$ cat src/rtl/tdm_mux.sv
// Registered N-channel TDM multiplexer: manual select or round-robin scan with per-channel dwell.
// Optional build macro TDM_MUX_SKIP_MASK_EN adds a per-channel skip mask for scan mode.
module tdm_mux #(
    parameter int WIDTH    = 8,
    parameter int CHANNELS = 4,
    parameter int SEL_W    = 2,
    parameter int DWELL    = 1
) (
    input  logic                      clk,
    input  logic                      rst,
    input  logic                      e,
    input  logic                      mode,
    input  logic [SEL_W-1:0]          s,
    input  logic [CHANNELS*WIDTH-1:0] i,
`ifdef TDM_MUX_SKIP_MASK_EN
    input  logic [CHANNELS-1:0]       skip,
`endif
    output logic [WIDTH-1:0]          y,
    output logic [SEL_W-1:0]          ch,
    output logic                      valid,
    output logic                      frame
);

    localparam int DCNT_W = (DWELL > 1) ? $clog2(DWELL) : 1;
    localparam logic [DCNT_W-1:0] DCNT_LAST = DCNT_W'(DWELL - 1);

    localparam logic [1:0] IDLE   = 2'd0;
    localparam logic [1:0] MANUAL = 2'd1;
    localparam logic [1:0] SCAN   = 2'd2;

    logic [1:0]        state, state_d;
    logic [SEL_W-1:0]  ptr, ptr_d;
    logic [DCNT_W-1:0] dcnt, dcnt_d;
    logic [WIDTH-1:0]  y_d;
    logic [SEL_W-1:0]  ch_d;
    logic              valid_d, frame_d;

    logic [CHANNELS-1:0] mask;
    logic [WIDTH-1:0]    chan [CHANNELS];

`ifdef TDM_MUX_SKIP_MASK_EN
    assign mask = skip;
`else
    assign mask = '0;
`endif

    for (genvar k = 0; k < CHANNELS; k++) begin : g_chan
        assign chan[k] = i[k*WIDTH +: WIDTH];
    end

    // Next unmasked channel strictly after 'from', wrapping; returns 'from' if none.
    function automatic logic [SEL_W-1:0] next_unmasked(input logic [SEL_W-1:0] from,
                                                       input logic [CHANNELS-1:0] m);
        logic [SEL_W-1:0] r;
        logic             found;
        int               idx;
        r     = from;
        found = 1'b0;
        for (int k = 1; k <= CHANNELS; k++) begin
            idx = (int'(from) + k) % CHANNELS;
            if (!found && !m[idx]) begin
                r     = SEL_W'(idx);
                found = 1'b1;
            end
        end
        return r;
    endfunction

    function automatic logic [SEL_W-1:0] first_unmasked(input logic [CHANNELS-1:0] m);
        logic [SEL_W-1:0] r;
        r = '0;
        for (int k = CHANNELS - 1; k >= 0; k--) begin
            if (!m[k]) r = SEL_W'(k);
        end
        return r;
    endfunction

    function automatic logic [SEL_W-1:0] last_unmasked(input logic [CHANNELS-1:0] m);
        logic [SEL_W-1:0] r;
        r = '0;
        for (int k = 0; k < CHANNELS; k++) begin
            if (!m[k]) r = SEL_W'(k);
        end
        return r;
    endfunction

    logic              s_in_range;
    logic              all_masked;
    logic [SEL_W-1:0]  first_unm, last_unm;
    logic [SEL_W-1:0]  scan_ptr, cur;
    logic [DCNT_W-1:0] scan_dcnt;

    assign s_in_range = int'(s) < CHANNELS;
    assign all_masked = &mask;
    assign first_unm  = first_unmasked(mask);
    assign last_unm   = last_unmasked(mask);

    always_comb begin
        // NOTE: every variable gets a default before any branch so no path leaves it unassigned (no latch).
        state_d   = state;
        ptr_d     = ptr;
        dcnt_d    = dcnt;
        y_d       = y;
        ch_d      = ch;
        valid_d   = 1'b0;
        frame_d   = 1'b0;
        scan_ptr  = ptr;
        scan_dcnt = dcnt;
        cur       = ptr;

        if (e) begin
            state_d = IDLE;
            y_d     = '0;
            ch_d    = '0;
            ptr_d   = '0;
            dcnt_d  = '0;
        end else if (!mode) begin
            state_d = MANUAL;
            ch_d    = s;
            ptr_d   = '0;
            dcnt_d  = '0;
            if (s_in_range) begin
                y_d     = chan[s];
                valid_d = 1'b1;
            end else begin
                y_d = '0;
            end
        end else begin
            state_d = SCAN;
            // Any entry into scan, including a return from manual, restarts the round.
            if (state != SCAN) begin
                scan_ptr  = first_unm;
                scan_dcnt = '0;
            end

            if (all_masked) begin
                ptr_d  = ptr;
                dcnt_d = '0;
            end else begin
                // A channel masked while dwelling is abandoned for the next live one.
                cur = mask[scan_ptr] ? next_unmasked(scan_ptr, mask) : scan_ptr;
                if (cur != scan_ptr) scan_dcnt = '0;

                if (scan_dcnt == DCNT_LAST) begin
                    y_d     = chan[cur];
                    ch_d    = cur;
                    valid_d = 1'b1;
                    frame_d = (cur == last_unm);
                    dcnt_d  = '0;
                    ptr_d   = next_unmasked(cur, mask);
                end else begin
                    dcnt_d = scan_dcnt + 1'b1;
                    ptr_d  = cur;
                end
            end
        end
    end

    // NOTE: sequential state uses non-blocking assignments so every register samples pre-edge values.
    always_ff @(posedge clk or posedge rst) begin
        if (rst) begin
            state <= IDLE;
            ptr   <= '0;
            dcnt  <= '0;
            y     <= '0;
            ch    <= '0;
            valid <= 1'b0;
            frame <= 1'b0;
        end else begin
            state <= state_d;
            ptr   <= ptr_d;
            dcnt  <= dcnt_d;
            y     <= y_d;
            ch    <= ch_d;
            valid <= valid_d;
            frame <= frame_d;
        end
    end

endmodule

$ cat config.mk
export PLATFORM = sky130hd
export DESIGN_NAME = tdm_mux
export DESIGN_NICKNAME = d
export VERILOG_FILES = /design/src/rtl/tdm_mux.sv
export SDC_FILE = /design/constraint.sdc
export NUM_CORES = 1
export LEC_CHECK = 0
export CORE_AREA = 2 2 56 58
export DETAILED_ROUTE_END_ITERATION = 10
export DIE_AREA = 0 0 58 60
export PLACE_DENSITY = 0.79
export REMOVE_ABC_BUFFERS = 1
export SETUP_SLACK_MARGIN = 0.4
export SKIP_LAST_GASP = 1
export SYNTH_ARGS = -nofsm -noshare
export SYNTH_HDL_FRONTEND = slang
export SYNTH_SLANG_ARGS = --single-unit
$ cat constraint.sdc
create_clock -name clk -period 2 [get_ports clk]
set_input_delay 0.6 -clock clk [delete_from_list [all_inputs] [get_ports clk]]
set_output_delay 0.6 -clock clk [all_outputs]
set_load 0.03 [all_outputs]
==> results of run 1 <==
[per-layer routing]
| metal | part of all wire | vias up | global-route usage | routed length [um] |
|---|---|---|---|---|
| met5 | 0 | - | 0 | 0 |
| met4 | 0.024 | 0 | 0.126 | 82 |
| met3 | 0.075 | 8 | 0.0281 | 254 |
| met2 | 0.53 | 56 | 0.394 | 1780 |
| met1 | 0.37 | 564 | 0.227 | 1260 |
| li1 | - | 550 | - | - |
[power breakdown]
group	internal, uW	total [uW]	leakage, uW	switching [uW]
sequential	342	354	0.000208	12.1
clock	69.8	168	0.0000138	97.8
combinational	150	283	0.000525	133
total	562	805	0.000747	243
[metrics by stage]
step	hold slack, ns	std cells	total power [uW]	instance area (um2)
detailed placement	0.652	205	657	1710
global placement	0.635	205	646	1710
floorplan	0.514	113	491	1090
global route	0.650	210	841	1700
finish	0.613	210	805	1700
CTS	0.622	210	812	1750
[area by class of cell]
class,instances,area share
well taps,33,0.0243
multi-input cells,87,0.384
clock buffers,3,0.0132
inverters,10,0.0221
flip-flops and latches,16,0.236
repair buffers,61,0.321
[logic make-up after synthesis]
group,Yosys count
AOI/OAI and AO/OA,42
muxes,8
buffers and inverters,20
DFF,16
and+or+nand+nor,36
adders and majority gates,1
[path summary, 6_finish.rpt]
path | from | end | cells after the start
worst max-delay path | ch[0] | ch[0] | 1
worst min-delay path | rst | y[7] | 3
worst max register to register | ptr[1] | ptr[1] | 3
worst min register to register | state[0] | ptr[0] | 3
max in group asynchronous | rst | ptr[0] | 3
min in group clk | state[0] | ptr[0] | 3
[worst register-to-register path: cells and delay by family (launching register included)]
family                   cells  cell delay [ns]
adder cells (fa/ha/maj)      1             0.28
flip-flops                   1             0.59
AND/OR/NAND/NOR              2             0.55
[sequential cells by signal (all words and copies together) (netlist names)]
register	cells
state	2
ptr	2
y	8
frame	1
valid	1
ch	2
[Yosys cell counts (all sizes together)]
master,number
a21oi,17
a22o,1
a31oi,7
and2,3
and3b,1
buf,9
clkbuf,1
dfrtp,16
ha,1
inv,10
mux4,8
nand2,8
nand2b,9
nand3,1
nand4b,1
nor2,11
nor2b,1
o21a,1
o21ai,9
o22ai,7
or2b,1
[repair_timing]
item | CTS | global route
gates resized for setup | 26 | 13
pin swaps | 2 | 0
setup endpoints to repair | 20 | 19
setup buffers | 2 | 0
hold buffers | 0 | 0
==> impl_metrics.env, run 1 <==
export IMPL_diodes=0
export IMPL_synthCells=123
export IMPL_grt_overflow_total=0
export IMPL_cpLargestDelayFamily="flip-flops"
export IMPL_clk_insertion_delay_late_ns=0.28
export IMPL_rows=20
export IMPL_rsz0062_at_grt="false"
export IMPL_fin_skew_ns=0.00452
export IMPL_critPathKind="reg2out"
export IMPL_maxCapViolCount=0
export IMPL_endpoint_kind="primary output"
export IMPL_powerDensity_nw_per_um2=473
export IMPL_utilization=0.586
export IMPL_grt_max_degree=19
export IMPL_hp_class="in2async"
export IMPL_antenna_found_initial=0
export IMPL_synth_simple_gate_area_frac=0.167
export IMPL_yosysTopAreaCellShare=0.340
export IMPL_hold_violations=0
export IMPL_ys_seq_area_frac=0.340
export IMPL_clock_fmax_ghz=0.637
export IMPL_status="complete, no violations"
export IMPL_synth_xor_area_share=0
export IMPL_cp_max_fo=1
export IMPL_numCtsBuffers=3
export IMPL_cts_buffer_depth=2
export IMPL_synth_area_mux_share=0.153
export IMPL_track_usage=0.212
export IMPL_clock_sink_count=16
export IMPL_vias=1178
export IMPL_syn_avg_cell_area_um2=9.57
export IMPL_layout_setup_ws_ns=0.430
export IMPL_start_util=0.406
export IMPL_maxSlewViolCount=0
export IMPL_grt_pass1_wl_um=5480
export IMPL_dieArea_um2=3480
export IMPL_critPathBufInv=1
export IMPL_fp_dieH_um=60
export IMPL_syn_to_final_growth_pct=44.5
export IMPL_place_port_buffers=49
export IMPL_path_cells="clkdlybuf4s15_1"
export IMPL_drt_iter0_markers=24
export IMPL_seq_area_um2=402
export IMPL_ys_seq_elements=16
export IMPL_postRouteAntennaNets=0
export IMPL_viasPerCell=5.61
export IMPL_gp_congestion=0.826
export IMPL_drive_above_1_share=0.266
export IMPL_drc=0
export IMPL_tightest_slew_ns=0.388
export IMPL_yosysWarnings=0
export IMPL_p_leak_uw=0.000747
export IMPL_place_ws_ns=-0.0231
export IMPL_cts_tree="yes"
export IMPL_cp_slowest_cell="dfrtp_1"
export IMPL_slowest_delay_ns=0.36
export IMPL_min_period_ns=1.57
export IMPL_yosysUniqueCellTypes=27
export IMPL_crit_required_ns=1.40
export IMPL_synth_area_um2=1180
export IMPL_synth_top_area_cell="dfrtp_1"
export IMPL_root_buffer="clkbuf_4"
export IMPL_period_share=0.785
export IMPL_cp_start_kind="register"
export IMPL_wl_per_cell_um=16.1
export IMPL_place_hpwl_um=2520
export IMPL_grt_pass1_vias=1302
export IMPL_slew_headroom=0.741
export IMPL_clkTransAtPathRegs_ns=0.09
export IMPL_setup_viol=0
export IMPL_r2r_setup_slack_ns=0.49
export IMPL_htree_num_levels=1
export IMPL_synth_area_top_cells="dfrtp_1, mux4_2, a21oi_2"
export IMPL_mostFrequentLayoutCell="clkdlybuf4s50_1"
export IMPL_dr_pass1_iters=4
export IMPL_fillers=261
export IMPL_setup_tns_final_ns=0
export IMPL_ir_drop_uv=285
export IMPL_synth_adder_area_share=0.0106
export IMPL_num_nets_final=218
export IMPL_synth_compound_area_frac=0.224
export IMPL_fp_dieW_um=58
export IMPL_io_pins=50
export IMPL_synth_top_family_by_area="compound AO/OA/AOI/OAI gates"
export IMPL_design_core_area_um2=2900
export IMPL_layout_common_cells="clkdlybuf4s50_1, dfrtp_1, clkbuf_2, buf_4"
export IMPL_drt_wl_total_um=3370
export IMPL_cp_data_arrival_time_ns=0.97
export IMPL_multi_input_area_um2=653
(Power assumes the default switching activity.)
==> run 2, diff against run 1 <==
==> constraint.sdc (replaced) <==
create_clock -name clk -period 1.5 [get_ports clk]
set_input_delay 0.45 -clock clk [delete_from_list [all_inputs] [get_ports clk]]
set_output_delay 0.45 -clock clk [all_outputs]
set_load 0.03 [all_outputs]
==> impl_metrics.env, run 2 (synthesized netlist as in run 1, its figures left out) <==
export IMPL_drt_wl_total_um=4060
export IMPL_layout_common_cells="dlygate4sd2_1, buf_6, buf_4"
export IMPL_critPathKind="reg2reg"
export IMPL_cts_tree="yes"
export IMPL_wl_per_cell_um=17.7
export IMPL_hold_buffers=0
export IMPL_fin_skew_ns=0.00980
export IMPL_place_hpwl_um=2460
export IMPL_tightest_slew_ns=0.285
export IMPL_track_usage=0.237
export IMPL_clock_sink_count=16
export IMPL_min_period_ns=1.33
export IMPL_syn_to_final_growth_pct=74.6
export IMPL_place_port_buffers=49
export IMPL_postRouteAntennaNets=0
export IMPL_rows=20
export IMPL_rsz0062_at_grt="true"
export IMPL_drt_iter0_markers=79
export IMPL_mostFrequentLayoutCell="dlygate4sd2_1"
export IMPL_root_buffer="clkbuf_4"
export IMPL_cts_buffer_depth=2
export IMPL_design_core_area_um2=2900
export IMPL_crit_required_ns=1.71
export IMPL_grt_overflow_total=0
export IMPL_hold_violations=0
export IMPL_cp_max_fo=7
export IMPL_clkTransAtPathRegs_ns=0.11
export IMPL_grt_pass1_vias=1339
export IMPL_grt_max_degree=17
export IMPL_io_pins=50
export IMPL_vias=1324
export IMPL_maxCapViolCount=0
export IMPL_drive_above_1_share=0.423
export IMPL_numCtsBuffers=3
export IMPL_viasPerCell=5.78
export IMPL_slew_headroom=0.810
export IMPL_maxSlewViolCount=0
export IMPL_endpoint_kind="register"
export IMPL_status="complete, no violations"
export IMPL_htree_num_levels=1
export IMPL_gp_congestion=0.829
export IMPL_ir_drop_uv=527
export IMPL_setup_tns_final_ns=0
export IMPL_cp_data_arrival_time_ns=1.54
export IMPL_fin_worst_hold_slack_ns=0.458
export IMPL_antenna_found_initial=0
export IMPL_drc=0
export IMPL_clk_insertion_delay_late_ns=0.31
export IMPL_period_share=0.887
export IMPL_diodes=0
export IMPL_fillers=200
export IMPL_num_nets_final=236
export IMPL_dr_pass1_iters=4
export IMPL_top_register="y"
export IMPL_start_util=0.406
export IMPL_cp_start_kind="register"
export IMPL_setup_viol=0
export IMPL_dieArea_um2=3480
export IMPL_hp_class="in2async"
export IMPL_powerDensity_nw_per_um2=598
export IMPL_fp_dieH_um=60
export IMPL_clock_fmax_ghz=0.752
export IMPL_largest_reg_flops=8
export IMPL_fp_dieW_um=58
export IMPL_grt_pass1_wl_um=6090
export IMPL_p_leak_uw=0.000960
## run 2: changes by cell type in the layout (fill, tap and decap cells not counted), moves of 4 or more
cell             delta
clkdlybuf4s50_1    -34
a21oi_1             -7
dlygate4sd2_1      +32
a21oi_2             +6
clkbuf_2           -10
buf_6              +17
buf_4               +7
buf_12              +4
## run 2: area by class of cell
class                           instances  area (um2)  share of cell area
Clock buffer                            4        36.3              0.0177
Sequential cell                        16         400               0.195
Multi-Input combinational cell         87         747               0.363
Tap cell                               33        41.3              0.0201
Inverter                               10        37.5              0.0183
Timing Repair Buffer                   79         793               0.386
## run 2: final timing paths
kind,to,cells past startpoint,from,slack [ns]
hold / removal,ch[1],3,rst,0.46
min in group clk,y[4],3,i[28],0.56
hold reg to reg,ptr[0],3,ptr[0],0.76
setup / recovery,y[1],6,state[0],0.17
max in group asynchronous,ptr[1],3,rst,0.84
setup reg to reg,y[1],6,state[0],0.17
## run 2: per-layer routing
metal  wire [um]  vias to the layer above  global-route usage
li1            -                      584                   -
met3         353                       19              0.0281
met2        2030                       97               0.427
met1        1560                      624               0.277
met5           0                        -                   0
met4         117                        0               0.120
## run 2: worst max-delay path: stages, from the launching register on
cell     delay (ns)
dfrtp_1        0.41
buf_6          0.13
nor2b_4        0.17
buf_8          0.15
a31oi_1        0.11
o22ai_1        0.17
o21ai_1        0.08
## run 2: report_power, final
| group | leakage, uW | switching, uW | total (uW) | internal (uW) |
|---|---|---|---|---|
| registers | 0.000210 | 14.7 | 471 | 457 |
| clock network | 0.0000210 | 162 | 310 | 148 |
| logic | 0.000730 | 215 | 447 | 233 |
## run 2: repair_timing
| action | 4_1_cts | 5_1_grt |
|---|---|---|
| cloned | 0 | 1 |
| endpoints found under the setup margin | 27 | 23 |
| resized for setup | 140 | 12 |
| buffers inserted | 7 | 3 |
| pin swaps | 13 | 14 |
## run 2: per-stage QoR
stage	cells	total power (uW)	area (um2)	util	setup slack [ns]
3_3_place_gp	214	880	1790	0.617	-0.364
4_1_cts	225	1180	1960	0.676	0.196
6_report	229	1230	2060	0.708	0.170
3_5_place_dp	214	893	1790	0.617	-0.400
5_1_grt	229	1280	2060	0.708	0.125
2_1_floorplan	113	654	1090	-	-0.152
